### src/rtl/serial_gp_adder_pkg.sv
// Shared constants for the bit-serial group generate/propagate adder:
// FSM state encoding and the default operand width.
package serial_gp_adder_pkg;

    localparam int DEFAULT_WIDTH = 8;

    localparam logic [1:0] ST_IDLE = 2'd0;
    localparam logic [1:0] ST_RUN  = 2'd1;
    localparam logic [1:0] ST_DONE = 2'd2;

endpackage

### src/rtl/serial_gp_adder_if.sv
// Operand/result handshake bundle of the serial adder. The slave side is the
// adder; the master side is whoever supplies operands and consumes results.
interface serial_gp_adder_if
    import serial_gp_adder_pkg::*;
#(
    parameter int WIDTH = DEFAULT_WIDTH
) ();

    logic             in_valid;
    logic             in_ready;
    logic [WIDTH-1:0] a;
    logic [WIDTH-1:0] b;
    logic             cin;
    logic             out_valid;
    logic             out_ready;
    logic [WIDTH-1:0] sum;
    logic             cout;
    logic             ovf;
    logic             group_g;
    logic             group_p;

    modport slave (
        input  in_valid, a, b, cin, out_ready,
        output in_ready, out_valid, sum, cout, ovf, group_g, group_p
    );

    modport master (
        output in_valid, a, b, cin, out_ready,
        input  in_ready, out_valid, sum, cout, ovf, group_g, group_p
    );

endinterface

### src/rtl/serial_gp_adder_fa.sv
// Single-bit full adder cell that also exposes its generate/propagate terms
// for carry-lookahead consumers.
module full_adder_gp (
    input  logic a_i,
    input  logic b_i,
    input  logic c_i,
    output logic s_o,
    output logic c_o,
    output logic g_o,
    output logic p_o
);

    assign g_o = a_i & b_i;
    assign p_o = a_i ^ b_i;
    assign s_o = p_o ^ c_i;
    assign c_o = g_o | (p_o & c_i);

endmodule

### src/rtl/serial_gp_adder.sv
// Bit-serial WIDTH-bit adder: one full_adder_gp cell processes one bit per
// cycle, LSB first, while the per-bit G/P terms are folded into group G/P.
module serial_gp_adder
    import serial_gp_adder_pkg::*;
#(
    parameter int WIDTH = DEFAULT_WIDTH
) (
    input  logic               clk,
    input  logic               rst_n,
    serial_gp_adder_if.slave   bus
);

    localparam int CNT_W = $clog2(WIDTH);

    logic [1:0]       state_q, state_d;
    logic [WIDTH-1:0] a_q, a_d;
    logic [WIDTH-1:0] b_q, b_d;
    logic [WIDTH-1:0] sum_q, sum_d;
    logic [CNT_W-1:0] cnt_q, cnt_d;
    logic             carry_q, carry_d;
    logic             gacc_q, gacc_d;
    logic             pacc_q, pacc_d;
    logic             cout_q, cout_d;
    logic             ovf_q, ovf_d;

    logic fa_s, fa_c, fa_g, fa_p;

    full_adder_gp u_fa (
        .a_i (a_q[cnt_q]),
        .b_i (b_q[cnt_q]),
        .c_i (carry_q),
        .s_o (fa_s),
        .c_o (fa_c),
        .g_o (fa_g),
        .p_o (fa_p)
    );

    always_comb begin
        // NOTE: every _d starts as its _q so no path through the case leaves a signal unassigned (no latches).
        state_d = state_q;
        a_d     = a_q;
        b_d     = b_q;
        sum_d   = sum_q;
        cnt_d   = cnt_q;
        carry_d = carry_q;
        gacc_d  = gacc_q;
        pacc_d  = pacc_q;
        cout_d  = cout_q;
        ovf_d   = ovf_q;
        case (state_q)
            ST_IDLE: begin
                if (bus.in_valid) begin
                    state_d = ST_RUN;
                    a_d     = bus.a;
                    b_d     = bus.b;
                    carry_d = bus.cin;
                    cnt_d   = '0;
                    gacc_d  = 1'b0;
                    pacc_d  = 1'b1;
                    sum_d   = '0;
                end
            end
            ST_RUN: begin
                sum_d[cnt_q] = fa_s;
                carry_d      = fa_c;
                gacc_d       = fa_g | (fa_p & gacc_q);
                pacc_d       = fa_p & pacc_q;
                if (cnt_q == CNT_W'(WIDTH - 1)) begin
                    // carry_q here is the carry into the MSB
                    cout_d  = fa_c;
                    ovf_d   = carry_q ^ fa_c;
                    state_d = ST_DONE;
                end else begin
                    cnt_d = cnt_q + CNT_W'(1);
                end
            end
            ST_DONE: begin
                if (bus.out_ready) state_d = ST_IDLE;
            end
            default: state_d = ST_IDLE;
        endcase
    end

    always_ff @(posedge clk or negedge rst_n) begin
        if (!rst_n) begin
            state_q <= ST_IDLE;
            a_q     <= '0;
            b_q     <= '0;
            sum_q   <= '0;
            cnt_q   <= '0;
            carry_q <= 1'b0;
            gacc_q  <= 1'b0;
            pacc_q  <= 1'b0;
            cout_q  <= 1'b0;
            ovf_q   <= 1'b0;
        end else begin
            // NOTE: non-blocking updates so every register samples pre-edge values.
            state_q <= state_d;
            a_q     <= a_d;
            b_q     <= b_d;
            sum_q   <= sum_d;
            cnt_q   <= cnt_d;
            carry_q <= carry_d;
            gacc_q  <= gacc_d;
            pacc_q  <= pacc_d;
            cout_q  <= cout_d;
            ovf_q   <= ovf_d;
        end
    end

    assign bus.in_ready  = (state_q == ST_IDLE);
    assign bus.out_valid = (state_q == ST_DONE);
    assign bus.sum       = sum_q;
    assign bus.cout      = cout_q;
    assign bus.ovf       = ovf_q;
    assign bus.group_g   = gacc_q;
    assign bus.group_p   = pacc_q;

endmodule

### src/flat_wrapper.sv
// flat-port wrapper written by rule: the top's interface ports become plain ports
module serial_gp_adder_flat import serial_gp_adder_pkg::*;
#(
    parameter int WIDTH = DEFAULT_WIDTH
)
  (clk, rst_n, bus_in_valid, bus_a, bus_b, bus_cin, bus_out_ready, bus_in_ready, bus_out_valid, bus_sum, bus_cout, bus_ovf, bus_group_g, bus_group_p);
  serial_gp_adder_if #(.WIDTH(WIDTH)) bus_i ();
  input  logic clk;
  input  logic rst_n;
  input wire logic [$bits(bus_i.in_valid)-1:0] bus_in_valid;
  input wire logic [$bits(bus_i.a)-1:0] bus_a;
  input wire logic [$bits(bus_i.b)-1:0] bus_b;
  input wire logic [$bits(bus_i.cin)-1:0] bus_cin;
  input wire logic [$bits(bus_i.out_ready)-1:0] bus_out_ready;
  output wire logic [$bits(bus_i.in_ready)-1:0] bus_in_ready;
  output wire logic [$bits(bus_i.out_valid)-1:0] bus_out_valid;
  output wire logic [$bits(bus_i.sum)-1:0] bus_sum;
  output wire logic [$bits(bus_i.cout)-1:0] bus_cout;
  output wire logic [$bits(bus_i.ovf)-1:0] bus_ovf;
  output wire logic [$bits(bus_i.group_g)-1:0] bus_group_g;
  output wire logic [$bits(bus_i.group_p)-1:0] bus_group_p;
  assign bus_i.in_valid = bus_in_valid;
  assign bus_i.a = bus_a;
  assign bus_i.b = bus_b;
  assign bus_i.cin = bus_cin;
  assign bus_i.out_ready = bus_out_ready;
  assign bus_in_ready = bus_i.in_ready;
  assign bus_out_valid = bus_i.out_valid;
  assign bus_sum = bus_i.sum;
  assign bus_cout = bus_i.cout;
  assign bus_ovf = bus_i.ovf;
  assign bus_group_g = bus_i.group_g;
  assign bus_group_p = bus_i.group_p;
  serial_gp_adder #(.WIDTH(WIDTH)) u_core (.clk(clk), .rst_n(rst_n), .bus(bus_i));
endmodule
### config.mk
export PLATFORM = sky130hd
export DESIGN_NAME = serial_gp_adder_flat
export DESIGN_NICKNAME = d
export VERILOG_FILES = /design/src/rtl/serial_gp_adder_pkg.sv /design/src/rtl/serial_gp_adder_if.sv /design/src/rtl/serial_gp_adder_fa.sv /design/src/rtl/serial_gp_adder.sv /design/src/flat_wrapper.sv
export SDC_FILE = /design/constraint.sdc
export NUM_CORES = 1
export LEC_CHECK = 0
export CORE_MARGIN = 3
export CORE_UTILIZATION = 35
export DETAILED_ROUTE_END_ITERATION = 12
export GPL_ROUTABILITY_DRIVEN = 0
export MAX_ROUTING_LAYER = met4
export PLACE_DENSITY = 0.69
export SYNTH_ARGS = -nofsm -noshare
export SYNTH_HDL_FRONTEND = slang
export SYNTH_SLANG_ARGS = --single-unit
### constraint.sdc
create_clock -name clk -period 5.35 [get_ports clk]
set_clock_uncertainty 0.15 [all_clocks]
set_input_delay 1.07 -clock clk [delete_from_list [all_inputs] [get_ports clk]]
set_output_delay 1.07 -clock clk [all_outputs]
set_load 0.02 [all_outputs]
Word-level counts from Yosys, hierarchy flattened:

Cells that the tools add are included.

* input port bits: 21
* output and inout port bits: 14
* word-level logic and storage cells: 59
* register bits: 34

* bitwise logic cells: 9
* magnitude comparators: 2
* add/sub/neg operators: 1
* muxes and demuxes: 22
* reduce and logical (&&, ||, !) cells: 8
* equality and inequality tests: 7

Operators by type and width (number)
* 8-bit case mux with 2 select lines: 1
* 8-bit bitwise mux: 1
* 8-bit 2-to-1 mux: 1
* 1-bit binary-select mux with 3-bit select: 2
* 1-bit 2-to-1 mux: 6
* 2-bit 2-to-1 mux: 3
* 3-bit 2-to-1 mux: 2
* 2-bit inequality test (second input constant): 3
* 1-bit case mux with 2 select lines: 3
* 2-bit case mux with 3 select lines: 1
* 3-bit case mux with 2 select lines: 1
* 2-bit AND reduction: 3
* 3-bit AND reduction: 2
* 1-bit AND: 4
* 3-bit by 4-bit < comparator with 1-bit output (second input constant): 1
* 3-bit by 1-bit adder with 3-bit output (second input constant): 1
* 1-bit demux with 3-bit select: 1
* 3-bit == test (second input constant): 1
* 3-bit by 1-bit greater-or-equal comparator with 1-bit output (second input constant): 1
* 1-bit bitwise XOR: 3
* 2-bit by 1-bit == test with 1-bit output (second input constant): 1
* 2-bit == test (second input constant): 1
* 2-bit logical NOT: 1
* 2-bit by 1-bit inequality test with 1-bit output (second input constant): 1
* 3 further kinds: 4

Logic depth before layout (Yosys ltp):

Gate-level depths: netlist (run 1).

* word-level depth: 6
* gate-level depth with buffers: 9
* gate-level depth less buffers: 7

Cells and area by module:

From an unflattened synthesis (run 1), not the netlist that was laid out.

* cell total of the unflattened synthesis: 145
* area, all modules: 1736.7 sq um

By module, submodules not included
* serial_gp_adder: area an instance 1704.1 sq um, instances 1, sequential area each 850.8 sq um, cells an instance 143
* full_adder_gp: area an instance 32.5 sq um, instances 1, sequential area each 0.0 sq um, cells an instance 2

Worst setup path before layout (run 1):

Ideal clock, no wire load.

* path kind: register to register
* start point: register u_core.cnt_q[0]
* end point: register u_core.sum_q[0], in the netlist u_core.bus.sum[0]
* required time: 5.117 ns
* clock period less this slack: 2.499 ns
* data arrival time: 2.266 ns
* setup time: 0.083 ns
* path buffers: 0
* stages on the path, launching flop included: 8
* slack: 2.851 ns
* path through: dfrtp_1 -> mux2_4 -> a221o_1 -> a221oi_1 -> fa_1 -> nor2_1 -> mux2i_1 -> o21ai_0

* cells in the longest elaborated chain, start to end: 6
* elaborated cells on any way between the ends: 13
* those cells by class: order compare (2); mux (8); bitwise (2); reduce/logical (1)

RTL lines
* start: declaration: RTL line serial_gp_adder.sv:19 `logic [CNT_W-1:0] cnt_q, cnt_d;`
* start signal: assignment: RTL line serial_gp_adder.sv:102 `cnt_q <= cnt_d;`
* 3-bit by 4-bit < comparator with 1-bit output (implied by the code) (tied with other cells): RTL line serial_gp_adder.sv:64 `sum_d[cnt_q] = fa_s;`
* 1-bit logical AND (implied by the code) (tied with other cells): RTL line serial_gp_adder.sv:64
* 1-bit 2-to-1 mux (implied by the code) / 1-bit bitwise XOR (equally long branches): RTL line serial_gp_adder.sv:64, serial_gp_adder_fa.sv:14
* 1-bit demux with 3-bit select / 1-bit bitwise XOR (equally long branches)
* 8-bit bitwise mux *: RTL line serial_gp_adder.sv:64
* 8-bit case mux with 2 select lines *: RTL line serial_gp_adder.sv:50 `case (state_q)`
* end signal: assignment: RTL line serial_gp_adder.sv:101 `sum_q <= sum_d;`
* end: declaration: RTL line serial_gp_adder.sv:18 `logic [WIDTH-1:0] sum_q, sum_d;`

Mark *: on every way between the ends. The rest lies on a longest branch, timed or not. The select of a mux whose other input is x is not followed.
A chain may end at the register's enable or synchronous reset.

Worst setup path after layout (run 1):

Same ends and word-level chain as after synthesis.

==> summary.txt, run 1 <==
Critical path
  • Crit path capture type: flip-flop
  • End of the worst register-to-register path: u_core.bus.sum[0]$_DFFE_PN0P_
  • CP delay by family, top: compound AO/OA/AOI/OAI gates
  • Slowest CP cell: sky130_fd_sc_hd__dfrtp_1
  • Cell breakdown of the critical path: mux2_4, a221o_1, a221oi_1, fa_1, nor2_1, mux2i_1, o21ai_0
  • Startpoint type of the worst setup path: flip-flop
  • Required arrival time at the worst endpoint: 5400 ps
  • Critical setup path kind: flip-flop to flip-flop
  • Number of buffer and inverter stages on the critical path: 0
  • Critical Path Max Stage Delay: 780 ps
  • Length in cells of the worst reg-to-reg path: 7
  • Start of the worst register-to-register path: u_core.cnt_q[0]$_DFFE_PN0P_
  • R2R Setup Slk: 2250 ps
  • Crit path max fanout: 22
  • Endpoint arrival time on the critical path: 3150 ps

Floorplan
  • Count of standard-cell rows: 25
  • Starting density of the core: 36.5%
  • Total Die Area: 5880 sq um
  • Core Region: 4790 sq um
  • I/O pin count: 35
  • Die outline width: 76.7 um
  • Die span in y: 76.7 um

Routing
  • Average wire per cell in the routed design: 13.1 um
  • Total wire length: 3.24 mm
  • Overall via count from detail_route: 1,224
  • Remaining design rule violation count: 0
  • Ratio of routed vias to standard cells: 4.96
  • ANT nets after route: 0
  • First-pass DRT Iterations: 4
  • First DRT Iteration DRCs: 70

Synth
  • Share of the synthesized area in compound gates (AO/OA/AOI/OAI): 12.0%
  • Sequential cell area fraction in the yosys report: 48.6%
  • Post-Syn Instances: 150
  • Synth Register Bits: 34
  • Number of synthesized flops with an enable pin: 0
  • Top cells by area in the synthesized netlist: sky130_fd_sc_hd__dfrtp_1 (49%), sky130_fd_sc_hd__mux2_4 (13%), sky130_fd_sc_hd__mux2i_1 (4.6%)
  • Share of flip-flops with an asynchronous set or reset: 100%
  • Largest family of logic cells by synthesized area: multiplexers
  • Synthesized netlist net count: 175
  • Share of the synthesized netlist area taken by xor and xnor gates: 0.501%
  • Fraction of the mapped netlist area in simple logic gates: 12.7%
  • Distinct cell type count of the synthesized netlist: 39
  • Synth top cells by count: sky130_fd_sc_hd__dfrtp_1 (34), sky130_fd_sc_hd__mux2_4 (15), sky130_fd_sc_hd__nand2_1 (14)
  • Primary FF master, synth: sky130_fd_sc_hd__dfrtp_1
  • Library cell with the highest instance count after synthesis: sky130_fd_sc_hd__dfrtp_1
  • Synthesized cell area: 1750 sq um
  • Largest area contributor in the netlist: sky130_fd_sc_hd__dfrtp_1
  • Post-synthesis share of cell area spent on full adders, half adders and majority gates: 3.29%
  • Count of warnings emitted by yosys: 0
  • Multiplexer area fraction after synthesis: 18.7%
  • Mean instance size in the synthesized netlist: 11.7 sq um
  • Area fraction of the dominant cell type after synthesis: 48.6%

CTS
  • Gates resized, CTS repair: 0
  • Post-CTS Hold Buffers: 0
  • CTS HTree Levels: 2
  • CTS Root Buffer Type: sky130_fd_sc_hd__clkbuf_8
  • Clk_lat worst skew: 280 ps
  • Setup Buffers After CTS: 0
  • Clock slew at the register clock pins of the worst setup and hold paths: 60 ps
  • TritonCTS clock tree: done
  • Number of buffers created by CTS: 5
  • Clock Tree Buf Depth: 2
  • Clock Sink Count: 34

Layout
  • Core Util, Final: 46.0%
  • Fraction of final layout cells with drive strength greater than 1: 15.0%
  • Number of diodes added for antenna fixing: 0
  • Final #Nets: 206
  • Post-Layout Cell Count: 247
  • Growth of design area from synthesis to finish: 25.9%

Hold path
  • Worst Hold Path EP: u_core.bus.ovf$_DFFE_PN0P_
  • Path class of the lowest-slack min-delay path: flip-flop to flip-flop
  • Cell depth of the worst min-delay path: 2
  • Origin of the worst min-delay path: u_core.bus.ovf$_DFFE_PN0P_

STA
  • Worst rel slew slack: 28.3%
  • Unrepaired setup endpoints after global routing: false
  • Setup violation total in the final timing report: 0
  • Final WS setup: 2250 ps
  • Accumulated negative setup slack: 0 ps
  • Worst-case hold slack: 335 ps
  • Final-report hold violation count: 0
  • Final worst-path cycle share: 57.9%
  • Final min period: 3100 ps
  • Max Fclk: 0.323 GHz
  • Actual transition at the worst max-transition pin: 1080 ps
  • Final count of pins violating max slew: 0

GRT
  • Number of antenna violations at the first check in global routing: 0
  • Wire length of the first global-routing pass: 5.52 mm
  • Pin count of the biggest net entering global routing: 35
  • GRT overflow: 0
  • Number of global-route vias before repair: 1,153
  • All-Layer GR Usage: 12.1%

Run status
  • Result of the run: finished clean

Power
  • Cell area power density: 620 nW/um^2
  • Peak VDD IR: 0.207 mV
  • Static power due to leakage: 0.963 nW

Job
  • Max-cap violation count: 0

Place
  • Placed wire-length estimate: 2.30 mm
  • Cell count after placement: 241
  • IO Port Bufs: 34
  • Worst slack at placement: 2180 ps
## sequential cells by signal, summed over array words and instances (netlist names)
name	cells
u_core.bus.group_g	1
u_core.bus.ovf	1
u_core.bus.cout	1
u_core.b_q	8
u_core.bus.sum	8
u_core.carry_q	1
u_core.bus.group_p	1
u_core.a_q	8
u_core.state_q	2
u_core.cnt_q	3
## final cells by class
| type | instances | area [sq um] |
|---|---|---|
| fill | 446 | 2580 |
| multi-input combinational | 102 | 826 |
| clock buffer | 6 | 82.6 |
| inverter | 3 | 11.3 |
| sequential | 34 | 851 |
| timing repair buffer | 35 | 348 |
| tap | 67 | 83.8 |
## power by group
| group | internal (W) | leakage, nW | switching (W) |
|---|---|---|---|
| Combinational | 0.000365 | 0.503 | 0.000310 |
| Clock | 0.0000990 | 0.0431 | 0.0000822 |
| Sequential | 0.000378 | 0.417 | 0.000133 |
| Total | 0.000842 | 0.963 | 0.000525 |
## per-layer routing
metal	GRT usage [%]	part of all wire, %
met4	4.35	0.96
met5	-	0
met2	17.2	47
met1	15.9	46
met3	4.46	6.0
## worst max-delay path by stage
stage,to,startpoint,slack (ps),depth (start not counted)
2_1_floorplan,u_core.bus.sum[0]$_DFFE_PN0P_,u_core.cnt_q[0]$_DFFE_PN0P_,2850,7
3_3_place_gp,u_core.a_q[1]$_DFFE_PN0P_,bus_in_valid,2190,3
3_5_place_dp,u_core.a_q[0]$_DFFE_PN0P_,bus_in_valid,2180,3
4_1_cts,u_core.bus.sum[0]$_DFFE_PN0P_,u_core.cnt_q[0]$_DFFE_PN0P_,2210,7
5_1_grt,u_core.bus.sum[0]$_DFFE_PN0P_,u_core.cnt_q[0]$_DFFE_PN0P_,2020,7
6_report,u_core.bus.sum[0]$_DFFE_PN0P_,u_core.cnt_q[0]$_DFFE_PN0P_,2250,7
## per-stage QoR
step | cell area (sq um) | power (W)
global route | 2200 | 0.00149
global placement | 2120 | 0.00118
detailed placement | 2120 | 0.00120
finish | 2200 | 0.00137
floorplan | 1750 | 0.00100
CTS | 2200 | 0.00139
## kinds of logic after synthesis
logic type               Yosys count
AO/OA/AOI/OAI                     32
XOR/XNOR                           1
adder cells (fa/ha/maj)            4
buffers and inverters             14
flip-flops                        34
multiplexers                      25
AND/OR/NAND/NOR                   40
## worst register-to-register path, stage by stage (launching register included)
cell and delay, ps:
sky130_fd_sc_hd__dfrtp_1 780, sky130_fd_sc_hd__mux2_4 350, sky130_fd_sc_hd__a221o_1 360, sky130_fd_sc_hd__a221oi_1 380
sky130_fd_sc_hd__fa_1 560, sky130_fd_sc_hd__nor2_1 190, sky130_fd_sc_hd__mux2i_1 90, sky130_fd_sc_hd__o21ai_0 150
## cell usage in the layout, fill, tap and decap left out, types with 4 or more instances in the layout
cell / Yosys / routed
sky130_fd_sc_hd__o21ai_0: 11 / 11
sky130_fd_sc_hd__clkdlybuf4s50_1: 0 / 34
sky130_fd_sc_hd__nand2_1: 14 / 14
sky130_fd_sc_hd__dfrtp_1: 34 / 34
sky130_fd_sc_hd__clkbuf_8: 0 / 6
sky130_fd_sc_hd__nor2_1: 6 / 6
sky130_fd_sc_hd__mux2_4: 15 / 15
sky130_fd_sc_hd__mux2i_1: 8 / 8
sky130_fd_sc_hd__a21oi_1: 4 / 4
Power figures use the tool's default switching activity.
==> run 2, diff against run 1 <==
- PLACE_DENSITY: 0.69 -> 0.71
- clock period: 5.35 -> 2.61 ns (I/O delays scaled with it)
==> run 2 against run 1 <==
- routed wire length grew 9.4%
- worst hold slack lost 6.8 ps
- sequential share of layout area shrank 1.4 points
- die area is the same
- non-clock buffer count grew 5
- global-route usage grew 0.95 points
- design area grew 3.8%
==> summary.txt, run 2 (same netlist as run 1, synthesis figures left out) <==
Critical path
  • Critical setup path kind: flip-flop to flip-flop
  • Required arrival time at the worst endpoint: 2670 ps
  • Crit path max fanout: 5
  • Crit path capture type: flip-flop
  • Endpoint arrival time on the critical path: 2560 ps
  • Startpoint type of the worst setup path: flip-flop
  • Slowest CP cell: sky130_fd_sc_hd__fa_2
  • Number of buffer and inverter stages on the critical path: 0
  • CP delay by family, top: compound AO/OA/AOI/OAI gates
  • Critical Path Max Stage Delay: 520 ps
  • Cell breakdown of the critical path: mux2_4, a221o_1, a221oi_2, fa_2, nor2_2, mux2i_1, o21ai_1

Floorplan
  • Die outline width: 76.7 um
  • Die span in y: 76.7 um
  • Core Region: 4790 sq um
  • Count of standard-cell rows: 25
  • I/O pin count: 35
  • Total Die Area: 5880 sq um
  • Starting density of the core: 36.5%

Layout
  • Number of diodes added for antenna fixing: 0
  • Fraction of final layout cells with drive strength greater than 1: 19.9%
  • Core Util, Final: 47.8%
  • Fill cell instance count of the final layout: 448
  • Most common library cell in the layout ignoring fill and taps: sky130_fd_sc_hd__clkdlybuf4s50_1
  • Final #Nets: 211
  • Post-Layout Cell Count: 253
  • Growth of design area from synthesis to finish: 30.7%
  • Commonest cells after routing, fill and taps aside: sky130_fd_sc_hd__clkdlybuf4s50_1 (34), sky130_fd_sc_hd__dfrtp_1 (33), sky130_fd_sc_hd__mux2_4 (15)

CTS
  • TritonCTS clock tree: done
  • Clock Sink Count: 34
  • CTS Root Buffer Type: sky130_fd_sc_hd__clkbuf_8
  • Post-CTS Hold Buffers: 0
  • Number of buffers created by CTS: 5
  • Clock Tree Buf Depth: 2
  • CTS HTree Levels: 2
  • Setup Buffers After CTS: 0
  • Clock slew at the register clock pins of the worst setup and hold paths: 70 ps
  • Clk_lat worst skew: 290 ps
  • Gates resized, CTS repair: 0

STA
  • Final min period: 2500 ps
  • Final WS setup: 112 ps
  • Setup violation total in the final timing report: 0
  • Accumulated negative setup slack: 0 ps
  • Max Fclk: 0.400 GHz
  • Actual transition at the worst max-transition pin: 565 ps
  • Unrepaired setup endpoints after global routing: false
  • Final-report hold violation count: 0
  • Worst-case hold slack: 328 ps
  • Worst rel slew slack: 62.3%
  • Final count of pins violating max slew: 0
  • Final worst-path cycle share: 95.7%

GRT
  • Wire length of the first global-routing pass: 6.02 mm
  • Number of antenna violations at the first check in global routing: 0
  • All-Layer GR Usage: 13.1%
  • Pin count of the biggest net entering global routing: 35
  • Number of global-route vias before repair: 1,240
  • GRT overflow: 0

Power
  • Static power due to leakage: 1.00 nW
  • Cell area power density: 1360 nW/um^2
  • Peak VDD IR: 0.507 mV

Place
  • Placed wire-length estimate: 2.47 mm
  • IO Port Bufs: 34
  • Worst slack at placement: -1.18 ps
  • Cell count after placement: 246

Hold path
  • Path class of the lowest-slack min-delay path: flip-flop to flip-flop

Run status
  • Result of the run: finished clean

Routing
  • First DRT Iteration DRCs: 49
  • Ratio of routed vias to standard cells: 5.02
  • Remaining design rule violation count: 0
  • Overall via count from detail_route: 1,269
  • Total wire length: 3.55 mm
  • Average wire per cell in the routed design: 14.0 um
  • First-pass DRT Iterations: 4
  • ANT nets after route: 0

Job
  • Max-cap violation count: 0
-- run 2: worst paths after layout --
kind	from	end	slack, ps	cells past startpoint
min in group asynchronous	rst_n	u_core.bus.sum[4]$_DFFE_PN0P_	480	2
max in group asynchronous	rst_n	u_core.cnt_q[2]$_DFFE_PN0P_	1490	2
setup / recovery	u_core.cnt_q[0]$_DFFE_PN0P_	u_core.bus.sum[1]$_DFFE_PN0P_	110	7
setup reg to reg	u_core.cnt_q[0]$_DFFE_PN0P_	u_core.bus.sum[1]$_DFFE_PN0P_	110	7
hold / removal	u_core.bus.ovf$_DFFE_PN0P_	u_core.bus.ovf$_DFFE_PN0P_	330	2
hold reg to reg	u_core.bus.ovf$_DFFE_PN0P_	u_core.bus.ovf$_DFFE_PN0P_	330	2
-- run 2: worst min-delay path, delay by kind of cell (launching register included) --
family	cells	cell delay, ps
flops	1	340
compound gates	1	60
simple gates	1	40
-- run 2: metal layers --
metal  vias to the layer above  global-route usage [%]  share of wire [%]
li1                        619                       -                  -
met1                       616                    17.3                 47
met2                        28                    18.9                 46
met3                         6                    4.23                5.0
met4                         0                    4.53                1.4
met5                         -                       -                  0
-- run 2: cell type report --
cell class                      instances  area, sq um  share of cell area [%]
Clock buffer                            6         82.6                    3.61
Clock inverter                          1         30.0                    1.31
Inverter                                3         11.3                   0.493
Multi-Input combinational cell        102          837                    36.6
Sequential cell                        34          852                    37.3
Tap cell                               67         83.8                    3.67
Timing Repair Buffer                   40          389                    17.0
-- run 2: stage by stage --
stage                     cell area, sq um  power [W]
final                                 2290    0.00311
after CTS                             2270    0.00307
after detailed placement              2160    0.00257
after global placement                2160    0.00253
after global routing                  2290    0.00335
after floorplan                       1750    0.00205
-- run 2: power breakdown --
part           leakage [nW]  total [W]  switching [W]  internal (W)
Sequential            0.416    0.00100       0.000220      0.000781
Combinational         0.528    0.00161       0.000749      0.000862
Clock                0.0573   0.000493       0.000188      0.000305
==> run 3, diff against run 2 <==
- CORE_MARGIN: 3 -> 1.5
==> run 3 against run 2 <==
- register-to-register slack about the same
- clock power fell by 19%
- design area is 0.16% higher
- global-route usage increased by 1.7 points
- die area decreased by 7.7%
- maximum frequency increased by 0.18%
- first-iteration DRC count increased by 57%
- non-clock buffer count grew 1
- sequential power barely moved
- total power shrank 1.1%
- routed wire length decreased by 2.3%
- final cell count grew 0.79%
- critical endpoint unchanged
==> summary.txt, run 3 (same netlist as run 1, synthesis figures left out) <==
Run status
  • Result of the run: finished clean

Critical path
  • R2R Setup Slk: 120 ps
  • Length in cells of the worst reg-to-reg path: 7
  • Required arrival time at the worst endpoint: 2670 ps
  • Worst Setup SP: u_core.cnt_q[0]$_DFFE_PN0P_
  • Crit path max fanout: 5
  • Endpoint arrival time on the critical path: 2560 ps
  • Termination of the worst setup path: u_core.bus.sum[1]$_DFFE_PN0P_
  • End of the worst register-to-register path: u_core.bus.sum[1]$_DFFE_PN0P_
  • Startpoint type of the worst setup path: flip-flop
  • Start of the worst register-to-register path: u_core.cnt_q[0]$_DFFE_PN0P_
  • Crit path capture type: flip-flop
  • Critical setup path kind: flip-flop to flip-flop

CTS
  • TritonCTS clock tree: done
  • Clock slew at the register clock pins of the worst setup and hold paths: 70 ps
  • CTS Root Buffer Type: sky130_fd_sc_hd__clkbuf_8
  • Post-CTS Hold Buffers: 0
  • Clk_lat worst skew: 290 ps
  • Clock Tree Buf Depth: 2
  • Clock Sink Count: 34
  • CTS HTree Levels: 2
  • Number of buffers created by CTS: 5

STA
  • Worst rel slew slack: 63.8%
  • Max Fclk: 0.401 GHz
  • Final-report hold violation count: 0
  • Final WS setup: 116 ps
  • Final count of pins violating max slew: 0
  • Worst-case hold slack: 346 ps
  • Final worst-path cycle share: 95.6%
  • Final min period: 2490 ps
  • Unrepaired setup endpoints after global routing: false
  • Actual transition at the worst max-transition pin: 542 ps
  • Accumulated negative setup slack: 0 ps
  • Setup violation total in the final timing report: 0

Floorplan
  • Count of standard-cell rows: 25
  • Die span in y: 73.7 um
  • Starting density of the core: 36.8%
  • Die outline width: 73.7 um
  • Core Region: 4750 sq um
  • I/O pin count: 35
  • Total Die Area: 5430 sq um

Place
  • Placed wire-length estimate: 2.40 mm
  • Placed cell area: 2160 sq um
  • IO Port Bufs: 34
  • Worst slack at placement: 14.4 ps

Layout
  • Fill cell instance count of the final layout: 464
  • Commonest cells after routing, fill and taps aside: sky130_fd_sc_hd__clkdlybuf4s50_1 (34), sky130_fd_sc_hd__dfrtp_1 (34), sky130_fd_sc_hd__mux2_4 (15)
  • Fraction of final layout cells with drive strength greater than 1: 21.3%
  • Fin area: 2290 sq um
  • Number of diodes added for antenna fixing: 0
  • Growth of design area from synthesis to finish: 30.9%
  • Final #Nets: 212

GRT
  • Pin count of the biggest net entering global routing: 35
  • Wire length of the first global-routing pass: 5.82 mm
  • Number of global-route vias before repair: 1,183
  • GRT overflow: 0
  • All-Layer GR Usage: 14.8%
  • Number of antenna violations at the first check in global routing: 0

Routing
  • First-pass DRT Iterations: 4
  • Remaining design rule violation count: 0
  • Average wire per cell in the routed design: 13.6 um
  • First DRT Iteration DRCs: 77
  • ANT nets after route: 0
  • Overall via count from detail_route: 1,238
  • Ratio of routed vias to standard cells: 4.85
  • Total wire length: 3.47 mm

Power
  • Total power: 0.00307 W
  • Cell area power density: 1340 nW/um^2
  • Static power due to leakage: 1.00 nW
  • Peak VDD IR: 0.605 mV

Hold path
  • Path class of the lowest-slack min-delay path: flip-flop to flip-flop

Job
  • Max-cap violation count: 0
==> run 3: changes by cell type in the layout (fill, tap and decap cells not counted), sizes merged <==
cell,delta
bufinv,-1
buf,+1
clkinv,+1
clkbuf,+1
==> run 3: critical path, stage by stage (launching register included) <==
cell                       delay (ps)
sky130_fd_sc_hd__dfrtp_1          410
sky130_fd_sc_hd__mux2_4           310
sky130_fd_sc_hd__a221o_1          360
sky130_fd_sc_hd__a221oi_2         320
sky130_fd_sc_hd__fa_2             530
sky130_fd_sc_hd__nor2_2           120
sky130_fd_sc_hd__mux2i_1           70
sky130_fd_sc_hd__o21ai_0          150
==> run 3: worst min-delay path by stage <==
stage	start	slack, ps	cells past startpoint	to
5_1_grt	u_core.bus.ovf$_DFFE_PN0P_	370	2	u_core.bus.ovf$_DFFE_PN0P_
3_5_place_dp	u_core.bus.cout$_DFFE_PN0P_	340	2	u_core.bus.cout$_DFFE_PN0P_
2_1_floorplan	rst_n	80	0	u_core.a_q[0]$_DFFE_PN0P_
3_3_place_gp	u_core.bus.cout$_DFFE_PN0P_	320	2	u_core.bus.cout$_DFFE_PN0P_
6_report	u_core.bus.ovf$_DFFE_PN0P_	350	2	u_core.bus.ovf$_DFFE_PN0P_
4_1_cts	u_core.bus.cout$_DFFE_PN0P_	350	2	u_core.bus.cout$_DFFE_PN0P_
==> run 3: routing by layer <==
| metal | up-vias | track usage [%] | wire length, um |
|---|---|---|---|
| met3 | 7 | 3.43 | 166 |
| li1 | 622 | - | - |
| met4 | 0 | 8.02 | 57 |
| met1 | 582 | 20.9 | 1680 |
| met2 | 27 | 19.2 | 1570 |
| met5 | - | - | 0 |
==> run 3: final cells by class <==
class | count | area (sq um) | area share (%)
Clock buffer | 7 | 86.3 | 3.77
Inverter | 3 | 11.3 | 0.492
Sequential cell | 34 | 851 | 37.2
Timing Repair Buffer | 41 | 400 | 17.5
Multi-Input combinational cell | 102 | 852 | 37.2
Tap cell | 67 | 83.8 | 3.66
Clock inverter | 1 | 5.00 | 0.219
==> run 3: repair_timing <==
action	4_1_cts	5_1_grt
pin swaps	1	3
resized for setup	0	9
setup endpoints to repair	1	6
buffers inserted	0	0
==> run 3: report_power, final <==
group / switching [W] / internal (W) / total [W]
Combinational: 0.000794 / 0.000895 / 0.00169
Sequential: 0.000205 / 0.000780 / 0.000985
Clock: 0.000185 / 0.000213 / 0.000398
==> run 3: stage by stage <==
step	utilization, %	std cells
floorplan	-	150
global placement	45.5	247
detailed placement	45.5	247
CTS	47.4	255
global route	48.2	255
finish	48.2	255
